===== src/rtl/fifo_read_scheduler_pkg.sv =====
// rtl/fifo_read_scheduler_pkg.sv - shared FSM type and width helpers for the read scheduler
package fifo_read_scheduler_pkg;

  typedef enum logic [1:0] {
    IDLE = 2'd0,
    READ = 2'd1,
    HOLD = 2'd2
  } sched_state_t;

  function automatic int src_width(input int n);
    return (n < 2) ? 1 : $clog2(n);
  endfunction

  function automatic int burst_cnt_width(input int burst);
    return $clog2(burst + 1);
  endfunction

endpackage


===== src/rtl/fifo_read_scheduler_rr_pick.sv =====
// rtl/fifo_read_scheduler_rr_pick.sv - rotating-priority pick: first set request at or after ptr, wrapping
module rr_pick #(
  parameter int N     = 4,
  parameter int SRC_W = 2
) (
  input  logic [N-1:0]     req,
  input  logic [SRC_W-1:0] ptr,
  output logic [N-1:0]     grant,
  output logic [SRC_W-1:0] idx,
  output logic             any
);

  int k;

  always_comb begin
    grant = '0;
    idx   = '0;
    any   = 1'b0;
    k     = 0;
    for (int i = 0; i < N; i++) begin
      k = int'(ptr) + i;
      if (k >= N) k = k - N;
      if (!any && req[k]) begin
        any      = 1'b1;
        grant[k] = 1'b1;
        idx      = SRC_W'(k);
      end
    end
  end

endmodule


===== src/rtl/fifo_read_scheduler.sv =====
// rtl/fifo_read_scheduler.sv - round-robin burst read scheduler merging N FWFT sources into one tagged stream
module fifo_read_scheduler
  import fifo_read_scheduler_pkg::*;
#(
  parameter int DATA_W = 32,
  parameter int N      = 4,
  parameter int BURST  = 8
) (
  input  logic                    clk,
  input  logic                    rst,
  input  logic [N-1:0]            src_en,
  output logic [N-1:0]            r_req,
  input  logic [N*DATA_W-1:0]     r_data,
  input  logic [N-1:0]            empty,
  output logic                    out_valid,
  output logic [DATA_W-1:0]       out_data,
  output logic [src_width(N)-1:0] out_src,
  input  logic                    out_ready
);

  localparam int SRC_W = src_width(N);
  localparam int CNT_W = burst_cnt_width(BURST);
  localparam logic [CNT_W-1:0] BURST_MAX = CNT_W'(BURST);

  sched_state_t state, state_n;
  logic [SRC_W-1:0] grant_idx, grant_idx_n;
  logic [SRC_W-1:0] ptr, ptr_n, rot_ptr;
  logic [CNT_W-1:0] burst_cnt, burst_cnt_n, cnt_inc;
  logic [N-1:0]     r_req_n, elig, g_onehot;
  logic             g_elig, rotate;

  logic [N-1:0]     idle_grant, rot_grant;
  logic [SRC_W-1:0] idle_idx, rot_idx;
  logic             idle_any, rot_any;

  logic [DATA_W-1:0] head_data, tail_data, push_data;
  logic [SRC_W-1:0]  head_src, tail_src;
  logic [1:0]        occ, occ_next;
  logic              push, pop, credit;

  assign elig      = src_en & ~empty;
  assign g_elig    = elig[grant_idx];
  assign g_onehot  = {{(N-1){1'b0}}, 1'b1} << grant_idx;
  assign cnt_inc   = burst_cnt + 1'b1;
  assign rot_ptr   = (int'(grant_idx) == N - 1) ? '0 : grant_idx + 1'b1;

  // r_req is one-hot on grant_idx whenever set, so grant_idx selects the word being returned.
  assign push      = |r_req;
  assign pop       = out_valid & out_ready;
  assign push_data = r_data[int'(grant_idx)*DATA_W +: DATA_W];
  assign occ_next  = occ + {1'b0, push} - {1'b0, pop};
  assign credit    = (occ_next <= 2'd1);

  assign out_valid = (occ != 2'd0);
  assign out_data  = head_data;
  assign out_src   = head_src;

  rr_pick #(.N(N), .SRC_W(SRC_W)) u_pick_idle (
    .req   (elig),
    .ptr   (ptr),
    .grant (idle_grant),
    .idx   (idle_idx),
    .any   (idle_any)
  );

  rr_pick #(.N(N), .SRC_W(SRC_W)) u_pick_rot (
    .req   (elig),
    .ptr   (rot_ptr),
    .grant (rot_grant),
    .idx   (rot_idx),
    .any   (rot_any)
  );

  always_comb begin
    state_n     = state;
    grant_idx_n = grant_idx;
    ptr_n       = ptr;
    burst_cnt_n = burst_cnt;
    r_req_n     = '0;
    rotate      = 1'b0;
    case (state)
      IDLE: begin
        if (idle_any && credit) begin
          state_n     = READ;
          grant_idx_n = idle_idx;
          r_req_n     = idle_grant;
          burst_cnt_n = '0;
        end
      end
      READ: begin
        if (g_elig && credit && (cnt_inc < BURST_MAX)) begin
          burst_cnt_n = cnt_inc;
          r_req_n     = g_onehot;
        end else if (g_elig && (cnt_inc < BURST_MAX)) begin
          state_n     = HOLD;
          burst_cnt_n = cnt_inc;
        end else begin
          rotate = 1'b1;
        end
      end
      HOLD: begin
        if (g_elig && credit) begin
          state_n = READ;
          r_req_n = g_onehot;
        end else if (!g_elig) begin
          rotate = 1'b1;
        end
      end
      default: state_n = IDLE;
    endcase

    // Rotation picks the next source in the same cycle so a burst change costs no bubble.
    if (rotate) begin
      ptr_n       = rot_ptr;
      burst_cnt_n = '0;
      if (rot_any && credit) begin
        state_n     = READ;
        grant_idx_n = rot_idx;
        r_req_n     = rot_grant;
      end else begin
        state_n = IDLE;
      end
    end
  end

  always_ff @(posedge clk) begin
    if (rst) begin
      state     <= IDLE;
      grant_idx <= '0;
      ptr       <= '0;
      burst_cnt <= '0;
      r_req     <= '0;
    end else begin
      state     <= state_n;
      grant_idx <= grant_idx_n;
      ptr       <= ptr_n;
      burst_cnt <= burst_cnt_n;
      r_req     <= r_req_n;
    end
  end

  // Head/tail pair; head only moves on pop or on a push into an empty buffer.
  always_ff @(posedge clk) begin
    if (rst) begin
      occ       <= 2'd0;
      head_data <= '0;
      head_src  <= '0;
      tail_data <= '0;
      tail_src  <= '0;
    end else begin
      occ <= occ_next;
      case ({push, pop})
        2'b10: begin
          if (occ == 2'd0) begin
            head_data <= push_data;
            head_src  <= grant_idx;
          end else begin
            tail_data <= push_data;
            tail_src  <= grant_idx;
          end
        end
        2'b01: begin
          if (occ == 2'd2) begin
            head_data <= tail_data;
            head_src  <= tail_src;
          end
        end
        2'b11: begin
          if (occ == 2'd2) begin
            head_data <= tail_data;
            head_src  <= tail_src;
            tail_data <= push_data;
            tail_src  <= grant_idx;
          end else begin
            head_data <= push_data;
            head_src  <= grant_idx;
          end
        end
        default: ;
      endcase
    end
  end

endmodule


===== config.mk =====
export PLATFORM = sky130hd
export DESIGN_NAME = fifo_read_scheduler
export DESIGN_NICKNAME = d
export VERILOG_FILES = /design/src/rtl/fifo_read_scheduler_pkg.sv /design/src/rtl/fifo_read_scheduler_rr_pick.sv /design/src/rtl/fifo_read_scheduler.sv
export SDC_FILE = /design/constraint.sdc
export NUM_CORES = 1
export LEC_CHECK = 0
export CORE_AREA = 2 2 127 129
export DETAILED_ROUTE_END_ITERATION = 8
export DIE_AREA = 0 0 129 131
export RECOVER_POWER = 100
export SLEW_MARGIN = 30
export SYNTH_ARGS = -nofsm -noshare
export SYNTH_HDL_FRONTEND = slang
export SYNTH_SLANG_ARGS = --single-unit

===== constraint.sdc =====
create_clock -name clk -period 3.3 [get_ports clk]
set_input_delay 0.66 -clock clk [delete_from_list [all_inputs] [get_ports clk]]
set_output_delay 0.66 -clock clk [all_outputs]
set_load 0.05 [all_outputs]

==> flow_metrics.env <==
export IMPL_status="completed"
export IMPL_swShare_pct=45.85
export IMPL_n_fill_cell=1518
export IMPL_postSynthCellCount=579
export IMPL_p_total_uw=6220
export IMPL_mostFrequentLayoutCells="clkdlybuf4s50_1 (136), nand2_1 (91), dfxtp_1 (82)"
export IMPL_ant_nets=0
export IMPL_fin_crit_ns=3.048
export IMPL_drtIter0Drc=251
export IMPL_power_frac_seq_pct=24.3
export IMPL_synth_seq_area_share_pct=31.49
export IMPL_grt_overflow=0
export IMPL_setup_ws_ns=0.2521
export IMPL_grt_pass1_wl_microns=25340
export IMPL_cts_root_buf="clkbuf_16"
export IMPL_drtPass1Iterations=5
export IMPL_synth_edf_count=0
export IMPL_seq_area_sq_um=1684
export IMPL_critPathKind="in -> reg"
export IMPL_nets=899
export IMPL_drive_gt1_share_pct=12.18
export IMPL_cp_max_fo=11
export IMPL_arrival_ns=3.27
export IMPL_place_area_sq_um=7276
export IMPL_final_hold_violation_count=0
export IMPL_antenna_found_initial=0
export IMPL_initial_core_util_pct=34.24
export IMPL_stdcell_area_sq_um=7566
export IMPL_cts_path_max_buffers=2
export IMPL_drc=0
export IMPL_slew_headroom_pct=42.42
export IMPL_synth_ff_type="dfxtp_1"
export IMPL_wl_per_cell_microns=16.87
export IMPL_fin_cells=955
export IMPL_cts_htree_levels=3
export IMPL_slew_violations=0
export IMPL_pwr_share_clk_pct=16.9
export IMPL_multiInputGateArea_sq_um=3376
export IMPL_synthDistinctLibCells=66
export IMPL_insertion_delay_ns=0.33
export IMPL_grt_max_degree=69
export IMPL_io_pins=178
export IMPL_max_clock_freq_mhz=328.1
export IMPL_setup_violations_final=0
export IMPL_clk_pin_slew_ns=0.06
export IMPL_tns_ns=0
export IMPL_maxCapViolCount=0
export IMPL_gp_congestion=0.7869
export IMPL_skew_ns=0.004027
export IMPL_cts_sinks=84
export IMPL_p_leak_uw=0.002824
export IMPL_syn_avg_cell_area_sq_um=9.223
export IMPL_core_sq_um=15600
export IMPL_dieArea_sq_um=16900
export IMPL_yosys_warnings=0
export IMPL_comb_power_share_pct=58.8
export IMPL_rows=46
export IMPL_hold_buffers=0
export IMPL_power_density_nw_per_um2=822.0
export IMPL_async_reset_ff_share_pct=0
export IMPL_critPathCaptureType="flip-flop"
export IMPL_syn_area_sq_um=5340
export IMPL_place_inst=939
export IMPL_dp_hpwl_microns=11640
export IMPL_cts_resized=0
export IMPL_die_w_microns=129
export IMPL_area_delta_synth_final_pct=41.68
export IMPL_numCtsBuffers=9
export IMPL_synth_nets=744
export IMPL_rsz0062_at_grt="no"
export IMPL_synth_seq_cells=84
export IMPL_grtUsageTotal_pct=18.93
export IMPL_die_y_microns=131
export IMPL_post_route_period_util_pct=92.36
export IMPL_final_common_cell="clkdlybuf4s50_1"
export IMPL_via_per_inst=5.324
export IMPL_wirelength_microns=16110
export IMPL_vias=5084
export IMPL_dp_worst_setup_slack_ns=0.1329
export IMPL_grt_pass1_vias=5083
export IMPL_postCtsSetupRepairBufs=0
export IMPL_cts_tree="built"
export IMPL_peakVddDrop_v=0.0003204
export IMPL_antenna_cells=0
export IMPL_numPortBuffers=177
export IMPL_tightestPinTransition_ns=0.8637
export IMPL_p_int_uw=3368
export IMPL_holdCritPathClass="reg -> reg"
export IMPL_worstSetupStartpointType="input pin"
export IMPL_power_switching_uw=2852
export IMPL_crit_required_ns=3.52
==> worst paths after layout <==
path	slack (ns)	end	from	cells past startpoint
worst min-delay path	0.45	tail_data[8]	tail_data[8]	2
worst max register to register	0.41	state[0]	r_req[1]	11
worst max-delay path	0.25	r_req[2]	src_en[0]	8
worst min register to register	0.45	tail_data[8]	tail_data[8]	2
==> flip-flops by register name, indices dropped and copies added (netlist names) <==
register	count
occ	2
r_req	4
tail_data	32
burst_cnt	4
grant_idx	2
out_src	2
state	2
out_data	32
tail_src	2
ptr	2
==> cells in the mapped netlist (all sizes together), types with 2 or more instances <==
master    n  area share, %
a21oi    50            5.0
o41ai     2           0.47
o311a     2           0.40
nand3     9            1.1
nor2b     7            1.2
buf      23            2.5
a22o      9            1.5
mux2i    11            2.5
nor3b     2           0.49
dfxtp    84             31
a21o      2           0.28
a222oi    3           0.56
inv      10           0.70
a22oi    34            4.8
or3       2           0.23
a221oi    4           0.77
or2       2           0.23
ha       26            6.1
mux4     35             15
o2111ai   2           0.33
xor2      2           0.33
o211ai    2           0.28
nand2    92            6.5
nor3      9           0.84
nand2b    5           0.59
clkbuf   22            1.8
nor2     60            4.6
a211oi   36            5.1
o21ai    16            1.5
==> cell type report <==
class                           count  area share (%)
Clock buffer                       13           3.704
Clock inverter                      3          0.5623
Inverter                           10          0.4961
Multi-Input combinational cell    439           44.62
Sequential cell                    84           22.26
Tap cell                          216           3.572
Timing Repair Buffer              190           24.79
==> power groups by stage <==
stage               Clock [uW]  Combinational, uW  Sequential [uW]
floorplan                    0               1930             2250
global placement             0               3740             1530
detailed placement           0               3790             1550
CTS                       1070               3800             1520
global route              1120               3970             1550
finish                    1050               3660             1510
==> cell families after synthesis <==
logic type               synth area share, %
adder cells (fa/ha/maj)                6.092
multiplexers                           17.48
AO/OA/AOI/OAI                          22.45
buffers and inverters                  5.225
flip-flops                             31.49
XOR/XNOR                              0.7732
AND/OR/NAND/NOR                        16.50
==> per-layer routing <==
layer	global-route usage, %	wire length (microns)	up-vias
li1	-	-	2458
met1	21.63	6754	2426
met2	34.70	7974	177
met3	4.031	1029	23
met4	7.225	354	0
met5	0	0	-
==> through the flow <==
| stage | hold WS, ns | util (%) |
|---|---|---|
| floorplan | 0.4360 | - |
| global placement | 0.4417 | 46.65 |
| detailed placement | 0.4477 | 46.65 |
| CTS | 0.4559 | 48.72 |
| global route | 0.4747 | 48.51 |
| finish | 0.4532 | 48.51 |
==> worst max-delay path: stages <==
cell and delay, ns:
clkdlybuf4s50_1 0.41, nor2b_1 0.13, clkbuf_1 0.23, mux4_2 0.60, a21oi_1 0.58, nand3_4 0.21, nor3b_4 0.23, a22o_1 0.22
Power figures use the tool's default switching activity.
